`src/rtl/tick_sched_pkg.sv`:
```
// Shared types and constants for the tick scheduler.
// Round-robin arbitration is selected with macro TICK_SCHED_RR_EN (see tick_rr_arbiter).
package tick_sched_pkg;

  localparam int unsigned DEFAULT_DIV = 3;

  typedef enum logic [1:0] {
    StIdle = 2'd0,
    StRun  = 2'd1,
    StPend = 2'd2
  } sched_state_e;

endpackage

```
`src/rtl/tick_rr_arbiter.sv`:
```
// Picks one requester to own the tick being issued.
// TICK_SCHED_RR_EN defined: round-robin from a pointer; undefined: fixed priority, lowest index wins.
module tick_rr_arbiter #(
  parameter int unsigned NREQ = 4
) (
  input  logic            clk,
  input  logic            reset,
  input  logic [NREQ-1:0] req,
  input  logic            tick,
  output logic [NREQ-1:0] grant
);

  logic [NREQ-1:0] sel;

`ifdef TICK_SCHED_RR_EN
  localparam int unsigned PtrW = (NREQ > 1) ? $clog2(NREQ) : 1;

  logic [PtrW-1:0] ptr_q;
  logic [PtrW-1:0] ptr_d;
  logic            found;
  logic [PtrW-1:0] idx;

  // Search starts at the pointer and wraps; the pointer then moves past the winner.
  always_comb begin
    sel   = '0;
    ptr_d = ptr_q;
    found = 1'b0;
    idx   = '0;
    for (int unsigned k = 0; k < NREQ; k++) begin
      idx = PtrW'((32'(ptr_q) + k) % NREQ);
      if (!found && req[idx]) begin
        found    = 1'b1;
        sel[idx] = 1'b1;
        ptr_d    = (idx == PtrW'(NREQ - 1)) ? '0 : idx + PtrW'(1);
      end
    end
  end

  always_ff @(posedge clk or posedge reset) begin
    if (reset) begin
      ptr_q <= '0;
    end else if (tick && found) begin
      ptr_q <= ptr_d;
    end
  end
`else
  logic unused_fixed;
  assign unused_fixed = ^{clk, reset};

  // Isolate the lowest set bit.
  assign sel = req & (~req + NREQ'(1));
`endif

  assign grant = tick ? sel : '0;

endmodule

```
`src/rtl/tick_scheduler.sv`:
```
// Programmable tick divider with glitch-free ratio changes and per-tick requester grant.
// Arbitration policy selected by macro TICK_SCHED_RR_EN inside tick_rr_arbiter.
module tick_scheduler
  import tick_sched_pkg::*;
#(
  parameter int unsigned NREQ  = 4,
  parameter int unsigned DIV_W = 4
) (
  input  logic             clk,
  input  logic             reset,
  input  logic             enable,
  input  logic             cfg_valid,
  input  logic [DIV_W-1:0] cfg_div,
  output logic             cfg_ready,
  output logic             cfg_err,
  input  logic [NREQ-1:0]  req,
  output logic             tick,
  output logic [NREQ-1:0]  grant,
  output logic             busy
);

  sched_state_e     state_q, state_d;
  logic [DIV_W-1:0] cnt_q, cnt_d;
  logic [DIV_W-1:0] ratio_q, ratio_d;
  logic [DIV_W-1:0] pend_q, pend_d;
  logic             tick_q;
  logic [NREQ-1:0]  grant_q;
  logic             busy_q;
  logic             cfg_ready_q;
  logic             cfg_err_q;

  logic             wrap;
  logic             cfg_accept;
  logic             cfg_zero;
  logic             cfg_take;
  logic             tick_next;
  logic [NREQ-1:0]  arb_grant;

  assign wrap       = (cnt_q == ratio_q - DIV_W'(1));
  assign cfg_accept = cfg_valid & cfg_ready_q;
  assign cfg_zero   = (cfg_div == '0);
  assign cfg_take   = cfg_accept & ~cfg_zero;
  // A disabling edge never produces a tick, even at the wrap point.
  assign tick_next  = (state_q != StIdle) & enable & wrap;

  tick_rr_arbiter #(
    .NREQ(NREQ)
  ) u_arb (
    .clk  (clk),
    .reset(reset),
    .req  (req),
    .tick (tick_next),
    .grant(arb_grant)
  );

  always_comb begin
    state_d = state_q;
    cnt_d   = cnt_q;
    ratio_d = ratio_q;
    pend_d  = pend_q;
    unique case (state_q)
      StIdle: begin
        cnt_d = '0;
        if (cfg_take) ratio_d = cfg_div;
        if (enable) state_d = StRun;
      end
      StRun: begin
        if (!enable) begin
          state_d = StIdle;
          cnt_d   = '0;
          if (cfg_take) ratio_d = cfg_div;
        end else begin
          cnt_d = wrap ? '0 : cnt_q + DIV_W'(1);
          if (cfg_take) begin
            // At the wrap the new period starts now, so the ratio can load directly.
            if (wrap) begin
              ratio_d = cfg_div;
            end else begin
              pend_d  = cfg_div;
              state_d = StPend;
            end
          end
        end
      end
      StPend: begin
        if (!enable) begin
          state_d = StIdle;
          cnt_d   = '0;
          ratio_d = pend_q;
          pend_d  = '0;
        end else if (wrap) begin
          state_d = StRun;
          cnt_d   = '0;
          ratio_d = pend_q;
          pend_d  = '0;
        end else begin
          cnt_d = cnt_q + DIV_W'(1);
        end
      end
      default: begin
        state_d = StIdle;
        cnt_d   = '0;
        pend_d  = '0;
      end
    endcase
  end

  always_ff @(posedge clk or posedge reset) begin
    if (reset) begin
      state_q     <= StIdle;
      cnt_q       <= '0;
      ratio_q     <= DIV_W'(DEFAULT_DIV);
      pend_q      <= '0;
      tick_q      <= 1'b0;
      grant_q     <= '0;
      busy_q      <= 1'b0;
      cfg_ready_q <= 1'b1;
      cfg_err_q   <= 1'b0;
    end else begin
      state_q     <= state_d;
      cnt_q       <= cnt_d;
      ratio_q     <= ratio_d;
      pend_q      <= pend_d;
      tick_q      <= tick_next;
      grant_q     <= arb_grant;
      busy_q      <= (state_d != StIdle);
      cfg_ready_q <= (state_d != StPend);
      cfg_err_q   <= cfg_accept & cfg_zero;
    end
  end

  assign tick      = tick_q;
  assign grant     = grant_q;
  assign busy      = busy_q;
  assign cfg_ready = cfg_ready_q;
  assign cfg_err   = cfg_err_q;

endmodule

```
`config.mk`:
```
export PLATFORM = sky130hd
export DESIGN_NAME = tick_scheduler
export DESIGN_NICKNAME = d
export VERILOG_FILES = /design/src/rtl/tick_sched_pkg.sv /design/src/rtl/tick_rr_arbiter.sv /design/src/rtl/tick_scheduler.sv
export SDC_FILE = /design/constraint.sdc
export NUM_CORES = 1
export LEC_CHECK = 0
export ABC_AREA = 1
export CORE_UTILIZATION = 53
export CTS_BUF_LIST = sky130_fd_sc_hd__clkbuf_16
export CTS_CLUSTER_SIZE = 8
export DETAILED_ROUTE_END_ITERATION = 7
export PLACE_DENSITY = 0.77
export SLEW_MARGIN = 0
export SYNTH_ARGS = -nofsm -noshare
export SYNTH_HDL_FRONTEND = slang
export SYNTH_SLANG_ARGS = --single-unit
export TNS_END_PERCENT = 100
```
`constraint.sdc`:
```
create_clock -name clk -period 2.04 [get_ports clk]
set_input_delay 0.204 -clock clk [delete_from_list [all_inputs] [get_ports clk]]
set_output_delay 0.204 -clock clk [all_outputs]
set_load 0.03 [all_outputs]
```
* After elaboration in Yosys (flattened, before gate mapping) *
Cells that the tools add are included.

operators by class
  mux-type cells = 24
  reduce and logical (&&, ||, !) cells = 8
  add/sub/neg operators = 3
  bitwise gates (word level) = 9
  equality and inequality tests = 10

operators by type and width
  cell                                                                    number
  4-bit two-way mux                                                       15
  4-bit one-hot mux with 3 select lines                                   2
  2-bit two-way mux                                                       6
  3-bit != test (second input constant)                                   3
  4-bit by 1-bit adder with 4-bit output (second input constant)          2
  2-bit != test (second input constant)                                   4
  2-bit one-hot mux with 3 select lines                                   1
  1-bit AND                                                               5
  5-bit AND reduction                                                     1
  4-bit AND                                                               1
  4-bit equality test                                                     1
  4-bit zero test                                                         1
  4-bit NOT                                                               1
  4-bit AND reduction                                                     1
  2-bit nonzero test                                                      2
  4-bit by 1-bit subtractor with 4-bit output (second input constant)     1
  3-bit nonzero test                                                      1
  2-bit by 1-bit equality test with 1-bit output (second input constant)  1
  2-bit equality test (second input constant)                             1
  2-bit zero test                                                         1
  1-bit NOT                                                               2
  2-bit OR reduction                                                      1

storage, ports and cells
  bits of input ports = 12
  output and inout port bits = 8
  word-level logic and storage cells = 63
  register bits = 22

* Longest topological paths before layout *
  depth in word-level cells = 7
  mapped depth = 15
  depth with buffers taken out = 15

* Cells and area by module *
From an unflattened synthesis, not the netlist that was laid out.

unflattened totals
  cells, all modules = 171
  area, all modules = 1343.8 um^2

modules (own cells, without submodules)
  module           sequential area each (um^2)  area an instance (um^2)  cells each  times used
  tick_scheduler   554.3                        1306.3                   161         1
  tick_rr_arbiter  0.0                          37.5                     10          1

* Least setup slack after synthesis *
Ideal clock, no wire load.

  path kind = register to register
  start point = reg ratio_q[0]
  end point = reg ratio_q[2]
  arrival = 1.623 ns
  cell stages (with the launch flop) = 12
  period minus slack after synthesis = 1.744 ns
  setup slack = 0.296 ns
  buffers on the path = 0
  required time = 1.919 ns
  library setup time = 0.121 ns
  cell sequence = dfstp_2 inv_2 ha_1 inv_1 nand2_1 nand2_1 nor2_4 nand3_4 o21ai_2 nand3_4 nand2_1 o21ai_1

on the way
  longest elaborated chain between the ends = 4
  elaborated cells on any way between the ends = 5
  classes of those cells = 1 x add/sub; 3 x eq/ne; 1 x reduce/logical

ends and longest elaborated chain
  element                                        line                   source
  start: declaration                             tick_scheduler.sv:24   logic [DIV_W-1:0] ratio_q, ratio_d;
  start signal: assignment                       tick_scheduler.sv:112  ratio_q <= DIV_W'(DEFAULT_DIV);
  start signal: assignment                       tick_scheduler.sv:122  ratio_q <= ratio_d;
  4-bit by 1-bit subtractor with 4-bit output *  tick_scheduler.sv:39   assign wrap = (cnt_q == ratio_q - DIV_W'(1));
  4-bit equality test *                          tick_scheduler.sv:39
  3-bit != test (no line)                        n/a
  4-bit AND reduction (no line) *                n/a

Mark *: on every way between the ends. The rest lies on a longest branch, timed or not.
A chain may end at the register's enable or synchronous reset.

* Worst setup path in the final report *
  start point = reg ratio_q[1]
  end point = reg ratio_q[3]

Same word-level chain as after synthesis.

==> metrics.md <==
| Metric | Value |
|---|---|
| Buffers on Ports | 19 |
| Antenna violations before repair | 0 |
| Gpl congestion | 0.9168 |
| Largest net degree at the start of global routing | 23 |
| CTS Sinks | 22 |
| Avg Inst Size Synth | 7.583 µm² |
| Synthesis warning total | 0 |
| Data arrival time of the critical path | 2080 ps |
| CP max stage delay | 540 ps |
| Initial Util | 55.91% |
| Grt peak-use layer | met2 |
| Sw Ratio | 43.00% |
| Sequential share of the synthesized area | 40.38% |
| Die W | 52.89 µm |
| Worst-Margin Slew | 329.5 ps |
| Full die area | 2797 µm² |
| DP Wirelength | 2.280 mm |
| DR iter-0 viols | 23 |
| Slowest cell on crit path | dfstp_2 |
| CTS clk-pin slew, worst paths | 60 ps |
| Area grow syn2layout | 26.98% |
| Vias in the first global route | 1142 |
| Antenna-violating nets left | 0 |
| H-tree Lvls | 1 |
| Ranking of synthesized cells by area | dfrtp_1, nand2_1, inv_1 |
| Cell breakdown of the critical path | inv_1 > ha_4 > inv_1 > nand2_2 > nand2_2 > nor2_4 > nand3_4 > o21ai_4 > nand3_4 > nand2_2 > o21ai_1 |
| Cells after synthesis | 181 |
| Pwr Total | 0.002424 W |
| Max IR drop VDD | 0.8728 mV |
| First-pass GRT wire length | 4.954 mm |
| Synth top cells by count | nand2_1, inv_1, dfrtp_1 |
| Relative slew slack | 77.97% |
| Clk buf depth | 2 |
| Clock root cell | clkbuf_16 |
| Via count | 1229 |
| Mapped Nets | 199 |
| Flops & latches, synth | 22 |
| Comb pwr share | 50.2% |
| Cell taking the most area after synthesis | dfrtp_1 |
| DR WL/cell | 13.21 µm |
| Post-Route WL | 3.091 mm |
| Global-route met3 utilization | 3.736% |
| Final WS setup | 94.04 ps |
| FMAX | 0.5139 GHz |
| Vias per Instance | 5.252 |
| NetSw | 0.001043 W |
| Placement Setup Slack | 136.7 ps |
| Async set or reset register ratio after synthesis | 100.0% |
| Final worst path period need | 1946 ps |
| Cell mode on critical path | nand2_2 |
| # IOs | 20 |
| Global-route track usage on met2 | 43.25% |
| Core Region | 2455 µm² |
| Min-delay worst type | in -> async |
| Grt met1 use | 28.88% |
| Startpoint types | flip-flop |
| Netlist cell types | 26 |
| PD cells | 1391 nW/µm² |
| Top-count cell post-synth | nand2_1 |
| Aggregate global routing overflow | 0 |
| Leakage | 0.8608 nW |
| Post-synth EDFFs | 0 |
| Run status | finished, final reports clean |
| Clock Skews | 2.517 ps |
| Layout cells sized above 1 | 17.16% |
| Clk network pwr share | 23.0% |
| Final Hold Fails | 0 |
| Diodes inserted | 0 |
| DR pass1 iterations | 5 |
| # nets final | 223 |
| Ys flop type | dfrtp_1 |
| Die height | 52.89 µm |
| Synth top area share | 34.64% |
| Final setup fails | 0 |
| Flop pwr share | 26.8% |
| CTS tree | built |
| Max Slew Vio Count | 0 |
| Kind of critical path | reg -> reg |
| CP required | 2180 ps |
| Total CTS buffers | 3 |
| Crit end category | flip-flop |
| Rows | 18 |
| Fillers | 199 |
| Final Cycle Share | 95.39% |
| Global Route Usage Sum | 24.95% |
| Maxcap violations | 0 |
| Crit Path Max Fanout | 8 |
| Clk Latency, worst-skew pair | 260 ps |
| Internal | 0.001382 W |
| Synth Cell Area | 1373 µm² |
| Residual DRC | 0 |
| Total Neg Setup Slack | 0 ps |
-- state kept, by name, indices dropped and copies added (netlist names) --
register	count
cnt_q	4
grant	4
pend_q	4
ratio_q	4
state_q	2
busy	1
cfg_err	1
cfg_ready	1
tick	1
-- cell usage in the layout, fill, tap and decap left out, drive strengths merged, types with 2 or more instances in the layout --
| master | synthesis | routed |
|---|---|---|
| inv | 32 | 32 |
| nand2 | 62 | 62 |
| dfstp | 3 | 3 |
| nand3 | 12 | 12 |
| o21ai | 19 | 19 |
| nor2 | 12 | 12 |
| dfrtp | 19 | 19 |
| ha | 6 | 6 |
| a21oi | 4 | 4 |
| clkbuf | 0 | 3 |
| clkdlybuf4s50 | 0 | 19 |
| buf | 2 | 2 |
| nand4 | 3 | 3 |
-- cell type report --
class / count / area [µm²] / area share (%)
clock buffers: 3 / 75.07 / 4.307
clock inverters: 1 / 30.03 / 1.723
inverters: 32 / 120.1 / 6.892
multi-input cells: 125 / 720.7 / 41.35
flip-flops and latches: 22 / 554.3 / 31.80
well taps: 30 / 37.54 / 2.154
repair buffers: 21 / 205.2 / 11.77
-- power groups by stage --
stage / Combinational, W / Clock (W) / Sequential (W)
floorplan: 0.000851 / 0 / 0.000668
global placement: 0.00108 / 0 / 0.000650
detailed placement: 0.00112 / 0 / 0.000655
CTS: 0.00114 / 0.000557 / 0.000648
global route: 0.00135 / 0.000582 / 0.000668
finish: 0.00122 / 0.000556 / 0.000650
-- routing by layer --
| layer | up-vias | share of wire (%) | wire [µm] |
|---|---|---|---|
| met5 | - | 0 | 0 |
| met4 | 0 | 4.7 | 146 |
| met3 | 19 | 3.6 | 110 |
| met2 | 35 | 51 | 1577 |
| met1 | 562 | 41 | 1256 |
| li1 | 613 | - | - |
-- critical path, delay by kind of cell, from the launching register on --
| family | cells | cell delay [ps] |
|---|---|---|
| flip-flops | 1 | 540 |
| AO/OA/AOI/OAI | 2 | 260 |
| adder cells (fa/ha/maj) | 1 | 290 |
| buffers and inverters | 2 | 130 |
| AND/OR/NAND/NOR | 6 | 600 |
-- cells by family (layout without fill, tap and decap cells) --
| family | after synthesis | after routing | synth area share (%) |
|---|---|---|---|
| flip-flops | 22 | 22 | 40.38 |
| XOR/XNOR | 2 | 2 | 1.276 |
| adder cells (fa/ha/maj) | 6 | 6 | 5.469 |
| buffers and inverters | 34 | 57 | 9.481 |
| AO/OA/AOI/OAI | 25 | 25 | 9.845 |
| AND/OR/NAND/NOR | 92 | 92 | 33.55 |
-- path summary, 6_finish.rpt --
path | slack [ps] | end | start | cells past startpoint
min in group clk | 470 | grant[3] | req[3] | 3
max reg2reg | 90 | ratio_q[3] | ratio_q[1] | 11
max in group asynchronous | 1470 | cfg_ready | reset | 3
min | 290 | cnt_q[3] | reset | 3
max | 90 | ratio_q[3] | ratio_q[1] | 11
min reg2reg | 490 | ratio_q[1] | ratio_q[1] | 2
-- what timing repair did --
item	4_1_cts	5_1_grt
buffers inserted	0	1
hold buffers	0	0
setup endpoints to repair	0	3
gates resized for setup	0	7
-- through the flow --
| step | hold WS (ps) | cells | utilization, % | instance area [µm²] |
|---|---|---|---|---|
| 2_1_floorplan | 191.0 | 181 | - | 1373 |
| 3_3_place_gp | 473.6 | 229 | 65.09 | 1598 |
| 3_5_place_dp | 478.5 | 229 | 65.09 | 1598 |
| 4_1_cts | 308.7 | 233 | 69.37 | 1703 |
| 5_1_grt | 328.4 | 234 | 71.00 | 1743 |
| 6_report | 288.2 | 234 | 71.00 | 1743 |
(Power assumes the default switching activity.)
